File: config.mk
export PLATFORM = sky130hd
export DESIGN_NAME = score_bar_renderer_flat
export DESIGN_NICKNAME = d
export VERILOG_FILES = /design/src/rtl/score_bar_renderer_if.sv /design/src/rtl/score_bar_renderer.sv /design/src/flat_wrapper.sv
export SDC_FILE = /design/constraint.sdc
export NUM_CORES = 1
export LEC_CHECK = 0
export CORE_MARGIN = 2
export CORE_UTILIZATION = 50
export DETAILED_ROUTE_END_ITERATION = 10
export GPL_TIMING_DRIVEN = 1
export PLACE_DENSITY = 0.79
export SLEW_MARGIN = 0
export SYNTH_ARGS = -nofsm -noshare
export SYNTH_HDL_FRONTEND = slang
export SYNTH_SLANG_ARGS = --single-unit
export TNS_END_PERCENT = 10
File: constraint.sdc
create_clock -name CLOCK_50 -period 2.8 [get_ports CLOCK_50]
set_input_delay 0.56 -clock CLOCK_50 [delete_from_list [all_inputs] [get_ports CLOCK_50]]
set_output_delay 0.56 -clock CLOCK_50 [all_outputs]
set_load 0.02 [all_outputs]
File: src/rtl/score_bar_renderer_if.sv
// score_bar_renderer_if: signals between the post-game score renderer and its
// neighbours. The inputs come from update_ram/datapath. The outputs are the
// pixel bus toward vga_adapter plus the busy/done status.
//
// Pixel bus semantics: plot is the valid strobe for x/y/colour. All four
// change together on the same clock edge. There is no ready: the adapter
// must accept one pixel on every cycle that plot is high. busy brackets a
// whole render. done is a single-cycle pulse that follows the last pixel.
interface score_bar_renderer_if;
    logic        running;
    logic [14:0] p1_count;
    logic [14:0] p2_count;
    logic [14:0] p3_count;
    logic [14:0] p4_count;
    logic [1:0]  winner;
    logic [7:0]  x;
    logic [6:0]  y;
    logic [2:0]  colour;
    logic        plot;
    logic        busy;
    logic        done;

    // Renderer side: consumes game status, drives the pixel bus.
    modport master (
        input  running, p1_count, p2_count, p3_count, p4_count, winner,
        output x, y, colour, plot, busy, done
    );

    // Environment side: supplies game status, observes the pixel bus.
    modport slave (
        output running, p1_count, p2_count, p3_count, p4_count, winner,
        input  x, y, colour, plot, busy, done
    );
endinterface

File: src/rtl/score_bar_renderer.sv
// score_bar_renderer: when the game timer expires (running falls), this block
// snapshots the four territory counts. It then repaints a band of 4*BAR_H rows
// as one horizontal bar per player, writing one pixel per clock. Pixels past
// a bar's length are painted black, which erases stale territory underneath.
//
// Optional feature macro: SCORE_WINNER_MARK_EN. When it is defined, the
// right-most column (x=159) of the winner's rows is painted white.
module score_bar_renderer #(
    parameter int Y_TOP       = 100,
    parameter int BAR_H       = 3,
    parameter int SCALE_SHIFT = 7
) (
    input  logic                  CLOCK_50,
    input  logic                  resetn,
    score_bar_renderer_if.master  bus,
    output logic [1:0]            state_dbg
);

    typedef enum logic [1:0] {
        IDLE   = 2'd0,
        LATCH  = 2'd1,
        DRAW   = 2'd2,
        FINISH = 2'd3
    } state_t;

    localparam logic [7:0] LAST_COL = 8'd159;
    localparam logic [7:0] MAX_LEN  = 8'd160;
    localparam logic [2:0] LAST_ROW = 3'(BAR_H - 1);

    state_t          state_q, state_d;
    logic            running_q;
    logic            fall;

    // Bar lengths are derived from the counts at snapshot time.
    // Nothing later in the render looks at the live counts.
    logic [3:0][7:0] len_q, len_d;

    // Scan position: bar (player), row within bar, column.
    logic [1:0]      bar_q, bar_d;
    logic [2:0]      row_q, row_d;
    logic [7:0]      col_q, col_d;
    logic            last_pixel;

    // Registered outputs.
    logic [7:0]      x_q, x_d;
    logic [6:0]      y_q, y_d;
    logic [2:0]      colour_q, colour_d;
    logic            plot_q, plot_d;
    logic            busy_q, busy_d;
    logic            done_q, done_d;

`ifdef SCORE_WINNER_MARK_EN
    logic [1:0]      winner_q, winner_d;
`else
    logic            unused_winner;
    assign unused_winner = ^bus.winner;
`endif

    // Scaled bar length. Counts at or above 160<<SCALE_SHIFT saturate at a full row.
    function automatic logic [7:0] bar_len(input logic [14:0] cnt);
        logic [14:0] scaled;
        scaled = cnt >> SCALE_SHIFT;
        if (scaled > 15'(MAX_LEN)) begin
            return MAX_LEN;
        end
        return scaled[7:0];
    endfunction

    // Fixed colour assigned to each player.
    function automatic logic [2:0] player_colour(input logic [1:0] idx);
        case (idx)
            2'd0:    return 3'b001;
            2'd1:    return 3'b010;
            2'd2:    return 3'b100;
            default: return 3'b110;
        endcase
    endfunction

    assign fall       = running_q & ~bus.running;
    assign last_pixel = (bar_q == 2'd3) && (row_q == LAST_ROW) && (col_q == LAST_COL);

    // Edge detector history for running. It tracks the input in every state,
    // so a fall seen outside IDLE is consumed and never replayed later.
    always_ff @(posedge CLOCK_50 or negedge resetn) begin
        if (!resetn) begin
            running_q <= 1'b0;
        end else begin
            running_q <= bus.running;
        end
    end

    // FSM state register.
    always_ff @(posedge CLOCK_50 or negedge resetn) begin
        if (!resetn) begin
            state_q <= IDLE;
        end else begin
            state_q <= state_d;
        end
    end

    // Next state, scan counters, snapshot and next output values.
    always_comb begin
        state_d  = state_q;
        len_d    = len_q;
        bar_d    = bar_q;
        row_d    = row_q;
        col_d    = col_q;
        x_d      = x_q;
        y_d      = y_q;
        colour_d = colour_q;
        plot_d   = 1'b0;
        busy_d   = busy_q;
        done_d   = 1'b0;
`ifdef SCORE_WINNER_MARK_EN
        winner_d = winner_q;
`endif

        case (state_q)
            IDLE: begin
                busy_d = 1'b0;
                if (fall) begin
                    state_d = LATCH;
                end
            end

            LATCH: begin
                len_d[0] = bar_len(bus.p1_count);
                len_d[1] = bar_len(bus.p2_count);
                len_d[2] = bar_len(bus.p3_count);
                len_d[3] = bar_len(bus.p4_count);
`ifdef SCORE_WINNER_MARK_EN
                winner_d = bus.winner;
`endif
                bar_d   = 2'd0;
                row_d   = 3'd0;
                col_d   = 8'd0;
                busy_d  = 1'b1;
                state_d = DRAW;
            end

            DRAW: begin
                busy_d = 1'b1;
                plot_d = 1'b1;
                x_d    = col_q;
                // Row address stays inside 7 bits for any legal parameter set.
                y_d    = 7'(Y_TOP + int'(bar_q) * BAR_H + int'(row_q));
                colour_d = (col_q < len_q[bar_q]) ? player_colour(bar_q) : 3'b000;
`ifdef SCORE_WINNER_MARK_EN
                if ((bar_q == winner_q) && (col_q == LAST_COL)) begin
                    colour_d = 3'b111;
                end
`endif
                // Raster advance: column innermost, then row, then bar.
                if (col_q == LAST_COL) begin
                    col_d = 8'd0;
                    if (row_q == LAST_ROW) begin
                        row_d = 3'd0;
                        bar_d = bar_q + 2'd1;
                    end else begin
                        row_d = row_q + 3'd1;
                    end
                end else begin
                    col_d = col_q + 8'd1;
                end
                if (last_pixel) begin
                    state_d = FINISH;
                end
            end

            FINISH: begin
                // The last pixel is still on the bus during this cycle.
                // The registers drop plot and busy and raise done together.
                busy_d   = 1'b0;
                done_d   = 1'b1;
                colour_d = 3'b000;
                state_d  = IDLE;
            end

            default: begin
                state_d = IDLE;
            end
        endcase
    end

    // Datapath registers: snapshot, scan counters and outputs.
    // All of them clear immediately on reset.
    always_ff @(posedge CLOCK_50 or negedge resetn) begin
        if (!resetn) begin
            len_q    <= '0;
            bar_q    <= 2'd0;
            row_q    <= 3'd0;
            col_q    <= 8'd0;
            x_q      <= 8'd0;
            y_q      <= 7'd0;
            colour_q <= 3'd0;
            plot_q   <= 1'b0;
            busy_q   <= 1'b0;
            done_q   <= 1'b0;
        end else begin
            len_q    <= len_d;
            bar_q    <= bar_d;
            row_q    <= row_d;
            col_q    <= col_d;
            x_q      <= x_d;
            y_q      <= y_d;
            colour_q <= colour_d;
            plot_q   <= plot_d;
            busy_q   <= busy_d;
            done_q   <= done_d;
        end
    end

`ifdef SCORE_WINNER_MARK_EN
    // Winner snapshot, captured alongside the bar lengths.
    always_ff @(posedge CLOCK_50 or negedge resetn) begin
        if (!resetn) begin
            winner_q <= 2'd0;
        end else begin
            winner_q <= winner_d;
        end
    end
`endif

    assign bus.x      = x_q;
    assign bus.y      = y_q;
    assign bus.colour = colour_q;
    assign bus.plot   = plot_q;
    assign bus.busy   = busy_q;
    assign bus.done   = done_q;
    assign state_dbg  = state_q;

endmodule

File: src/flat_wrapper.sv
// flat-port wrapper written by rule: the top's interface ports become plain ports
module score_bar_renderer_flat 
#(
    parameter int Y_TOP       = 100,
    parameter int BAR_H       = 3,
    parameter int SCALE_SHIFT = 7
)
  (CLOCK_50, resetn, state_dbg, bus_running, bus_p1_count, bus_p2_count, bus_p3_count, bus_p4_count, bus_winner, bus_x, bus_y, bus_colour, bus_plot, bus_busy, bus_done);
  score_bar_renderer_if bus_i ();
  input  logic CLOCK_50;
  input  logic resetn;
  output logic [1:0] state_dbg;
  input wire logic [$bits(bus_i.running)-1:0] bus_running;
  input wire logic [$bits(bus_i.p1_count)-1:0] bus_p1_count;
  input wire logic [$bits(bus_i.p2_count)-1:0] bus_p2_count;
  input wire logic [$bits(bus_i.p3_count)-1:0] bus_p3_count;
  input wire logic [$bits(bus_i.p4_count)-1:0] bus_p4_count;
  input wire logic [$bits(bus_i.winner)-1:0] bus_winner;
  output wire logic [$bits(bus_i.x)-1:0] bus_x;
  output wire logic [$bits(bus_i.y)-1:0] bus_y;
  output wire logic [$bits(bus_i.colour)-1:0] bus_colour;
  output wire logic [$bits(bus_i.plot)-1:0] bus_plot;
  output wire logic [$bits(bus_i.busy)-1:0] bus_busy;
  output wire logic [$bits(bus_i.done)-1:0] bus_done;
  assign bus_i.running = bus_running;
  assign bus_i.p1_count = bus_p1_count;
  assign bus_i.p2_count = bus_p2_count;
  assign bus_i.p3_count = bus_p3_count;
  assign bus_i.p4_count = bus_p4_count;
  assign bus_i.winner = bus_winner;
  assign bus_x = bus_i.x;
  assign bus_y = bus_i.y;
  assign bus_colour = bus_i.colour;
  assign bus_plot = bus_i.plot;
  assign bus_busy = bus_i.busy;
  assign bus_done = bus_i.done;
  score_bar_renderer #(.Y_TOP(Y_TOP), .BAR_H(BAR_H), .SCALE_SHIFT(SCALE_SHIFT)) u_core (.CLOCK_50(CLOCK_50), .resetn(resetn), .bus(bus_i), .state_dbg(state_dbg));
endmodule
==> flow_summary.ini <==
[run_status]
outcome = complete, no violations

[grt]
antenna_found_initial = 0
grt_pass1_wl_mm = 12.6
gr-total-overflow = 0
grt_pass1_vias = 2636
grt_start_max_net_pins = 69
track_usage_pct = 21.2

[clock_network]
cts_hold_buf = 0
clockBufferDepth = 2
ctsResizeCount = 0
clk_transition_reported_paths_ns = 0.07
cts_tree = done
cts_max_level = 3
cts_setup_buffers = 0
cts_made_buffers = 9
cts_root_buf = clkbuf_8
clock_latency_ns = 0.34
cts.sinks = 68

[synthesis]
async_flop_share_pct = 100
synth-seq-cells = 68
netlist.area_leader.share_pct = 46.5
yosysWarnings = 0
synth_nets = 402
yosysUniqueCellTypes = 50
netlist_top_cells_area = dfrtp_1, o2bb2ai_2, ha_1
syn_inst = 313
synth_area_mm2 = 0.00366
yosysSeqAreaShare_pct = 46.5
syn_avg_cell_area_um2 = 11.7
synth-edff-count = 0
synth_ff_type = dfrtp_1
synth_top_cell_by_area = dfrtp_1

[place]
finalWeightedCongestion = 0.825
io_buffers = 57
post-dp-hpwl_mm = 5.47

[detailed_routing]
drt-initial-drc-count = 125
routed_wirelength_mm = 7.66
ant_nets = 0
avgViaCountPerCell = 5.51
drc_errors = 0
routedWlPerCell_um = 16.1
dr.pass1.iters = 6
vias = 2615

[pwr]
p_leak_nw = 1.92
power.density_mw_per_mm2 = 814
p_sw_mw = 1.35
irDropWorstVdd_mv = 0.456
comb_power_share_pct = 41.2
seqPwrFrac_pct = 39.5
p_sw_share_pct = 36.6
pwr-share-clk_pct = 19.3
internal-power_mw = 2.33

[final_layout]
area_growth_pct = 23.6
nFillCells = 573
diodes = 0
finalNetCount = 461
drive_above_1_share_pct = 18.9

[sta]
fmax_mhz = 425
rsz0062_at_grt = no
whs_ns = 0.235
finClkSkew_ns = 0.00517
post-route-period-util_pct = 84.0
setup_viol = 0
drv_slew = 0
relSlewSlack_pct = 63.8
hold_violations = 0
timing.setup.tns_ns = 0
period_needed_ns = 2.35
worst_slew_pin_slew_ns = 0.535

[critical_path]
ff2ff_path_depth = 8
cp_cell_sequence = buf_12 -> mux4_2 -> inv_1 -> ha_1 -> a21o_1 -> a21oi_1 -> o22a_1 -> a32o_1
max_stage_delay_ns = 0.51
path_class = flop to flop
arrival_ns = 2.62
cp.required_ns = 3.07
cp-start-kind = flop
crit_slowest_cell = mux4_2
r2r-start = u_core.bar_q[0]$_DFFE_PN0P_
setup.worst_path.end_class = flop
cp_max_fo = 11
r2r_end = u_core.bus.colour[2]$_DFFE_PN0P_
r2r_slack_ns = 0.45

[die]
rows = 31
die_y_um = 89.5
die_x_um = 89.5
io_pins = 88
dieArea_mm2 = 0.00801
core_region_area_mm2 = 0.00718
start_util_pct = 51.0

[run]
maxCapViolations = 0

[worst_hold_path]
hp-class = input port to async pin
==> per-stage QoR <==
stage	cell area [um2]	utilization [%]	instances	power, mW	worst slack (ns)
final	4520	63.0	475	3.68	0.447
after global routing	4520	63.0	475	3.93	0.328
after CTS	4520	63.0	475	3.70	0.443
after detailed placement	4350	60.6	460	2.98	0.471
after global placement	4350	60.6	460	2.91	0.513
after floorplan	3660	-	313	2.51	0.382
==> per-layer routing <==
metal / share of wire (%) / track usage (%) / vias to the layer above
met5: 0 / 0 / -
met4: 1.7 / 9.36 / 0
met3: 2.5 / 3.42 / 11
met2: 50 / 35.2 / 56
met1: 46 / 27.3 / 1295
li1: - / - / 1253
==> synth_stat cells, drive strengths merged, types with 2 or more instances <==
cell type,n
nor2,15
nor3b,2
nand3,8
o2bb2ai,20
or4,4
nand2,29
inv,23
buf,6
clkbuf,9
a21oi,16
xor2,2
o311ai,2
and3,5
nand3b,4
nand4,3
a21o,2
or2,2
o21a,8
o21ai,11
a32o,3
dfrtp,68
ha,23
nand4b,2
o31ai,2
mux2,16
mux4,7
mux2i,4
a31oi,2
==> worst max-delay path, delay by kind of cell, from the launching register on <==
family	cells	cell delay, ns
DFF	1	0.50
adders and majority gates	1	0.24
muxes	1	0.51
AOI/OAI and AO/OA	4	0.76
buffers and inverters	2	0.26
==> worst max path at each step <==
stage | from | to | slack, ns | cells past startpoint
CTS | u_core.bar_q[0]$_DFFE_PN0P_ | u_core.bus.colour[1]$_DFFE_PN0P_ | 0.44 | 8
floorplan | u_core.bar_q[0]$_DFFE_PN0P_ | u_core.bus.y[2]$_DFFE_PN0P_ | 0.38 | 7
global placement | u_core.bar_q[0]$_DFFE_PN0P_ | u_core.bus.colour[1]$_DFFE_PN0P_ | 0.51 | 8
finish | u_core.bar_q[0]$_DFFE_PN0P_ | u_core.bus.colour[2]$_DFFE_PN0P_ | 0.45 | 8
detailed placement | u_core.bar_q[0]$_DFFE_PN0P_ | u_core.bus.colour[1]$_DFFE_PN0P_ | 0.47 | 8
global route | u_core.bar_q[0]$_DFFE_PN0P_ | u_core.bus.colour[1]$_DFFE_PN0P_ | 0.33 | 8
==> registers in the layout, indices dropped and copies added, names as in the netlist <==
| name | flops |
|---|---|
| u_core.bar_q | 2 |
| u_core.bus.busy | 1 |
| u_core.bus.colour | 3 |
| u_core.bus.done | 1 |
| u_core.bus.plot | 1 |
| u_core.bus.x | 8 |
| u_core.bus.y | 6 |
| u_core.col_q | 8 |
| u_core.len_q | 32 |
| u_core.row_q | 3 |
| u_core.running_q | 1 |
| u_core.state_dbg | 2 |
==> cell usage in the layout, fill, tap and decap left out, types with 5 or more instances in the layout <==
cell type        count
dfrtp_1             68
clkdlybuf4s50_1     56
nand2_1             28
inv_1               23
ha_1                23
o2bb2ai_2           20
mux2_2              16
a21oi_1             16
nor2_1              15
clkbuf_8            11
o21ai_0             10
nand3_1              8
mux4_2               7
and3_1               5
==> area by class of cell <==
type | count | area [um2] | share of cell area (%)
Multi-Input combinational cell | 207 | 1800 | 39.9
Sequential cell | 68 | 1700 | 37.6
Timing Repair Buffer | 63 | 636 | 14.1
Clock buffer | 13 | 159 | 3.52
Tap cell | 99 | 124 | 2.74
Inverter | 23 | 86.3 | 1.91
Clock inverter | 2 | 10.0 | 0.221
==> power by group through the flow <==
stage,registers (mW),logic [mW],clock network [mW]
global placement,1.46,1.46,0
global route,1.49,1.66,0.779
finish,1.45,1.51,0.711
detailed placement,1.47,1.51,0
CTS,1.46,1.52,0.729
floorplan,1.51,0.992,0
==> logic make-up after synthesis <==
family          after synthesis  synth area share, %
simple gates                 78                 10.8
compound gates               75                 19.0
flops                        68                 46.5
buf+inv                      38                 4.11
mux                          27                 10.3
fa+ha+maj                    24                 8.42
xor+xnor                      3                0.719
Note: power is estimated with default switching activity, not from simulation.
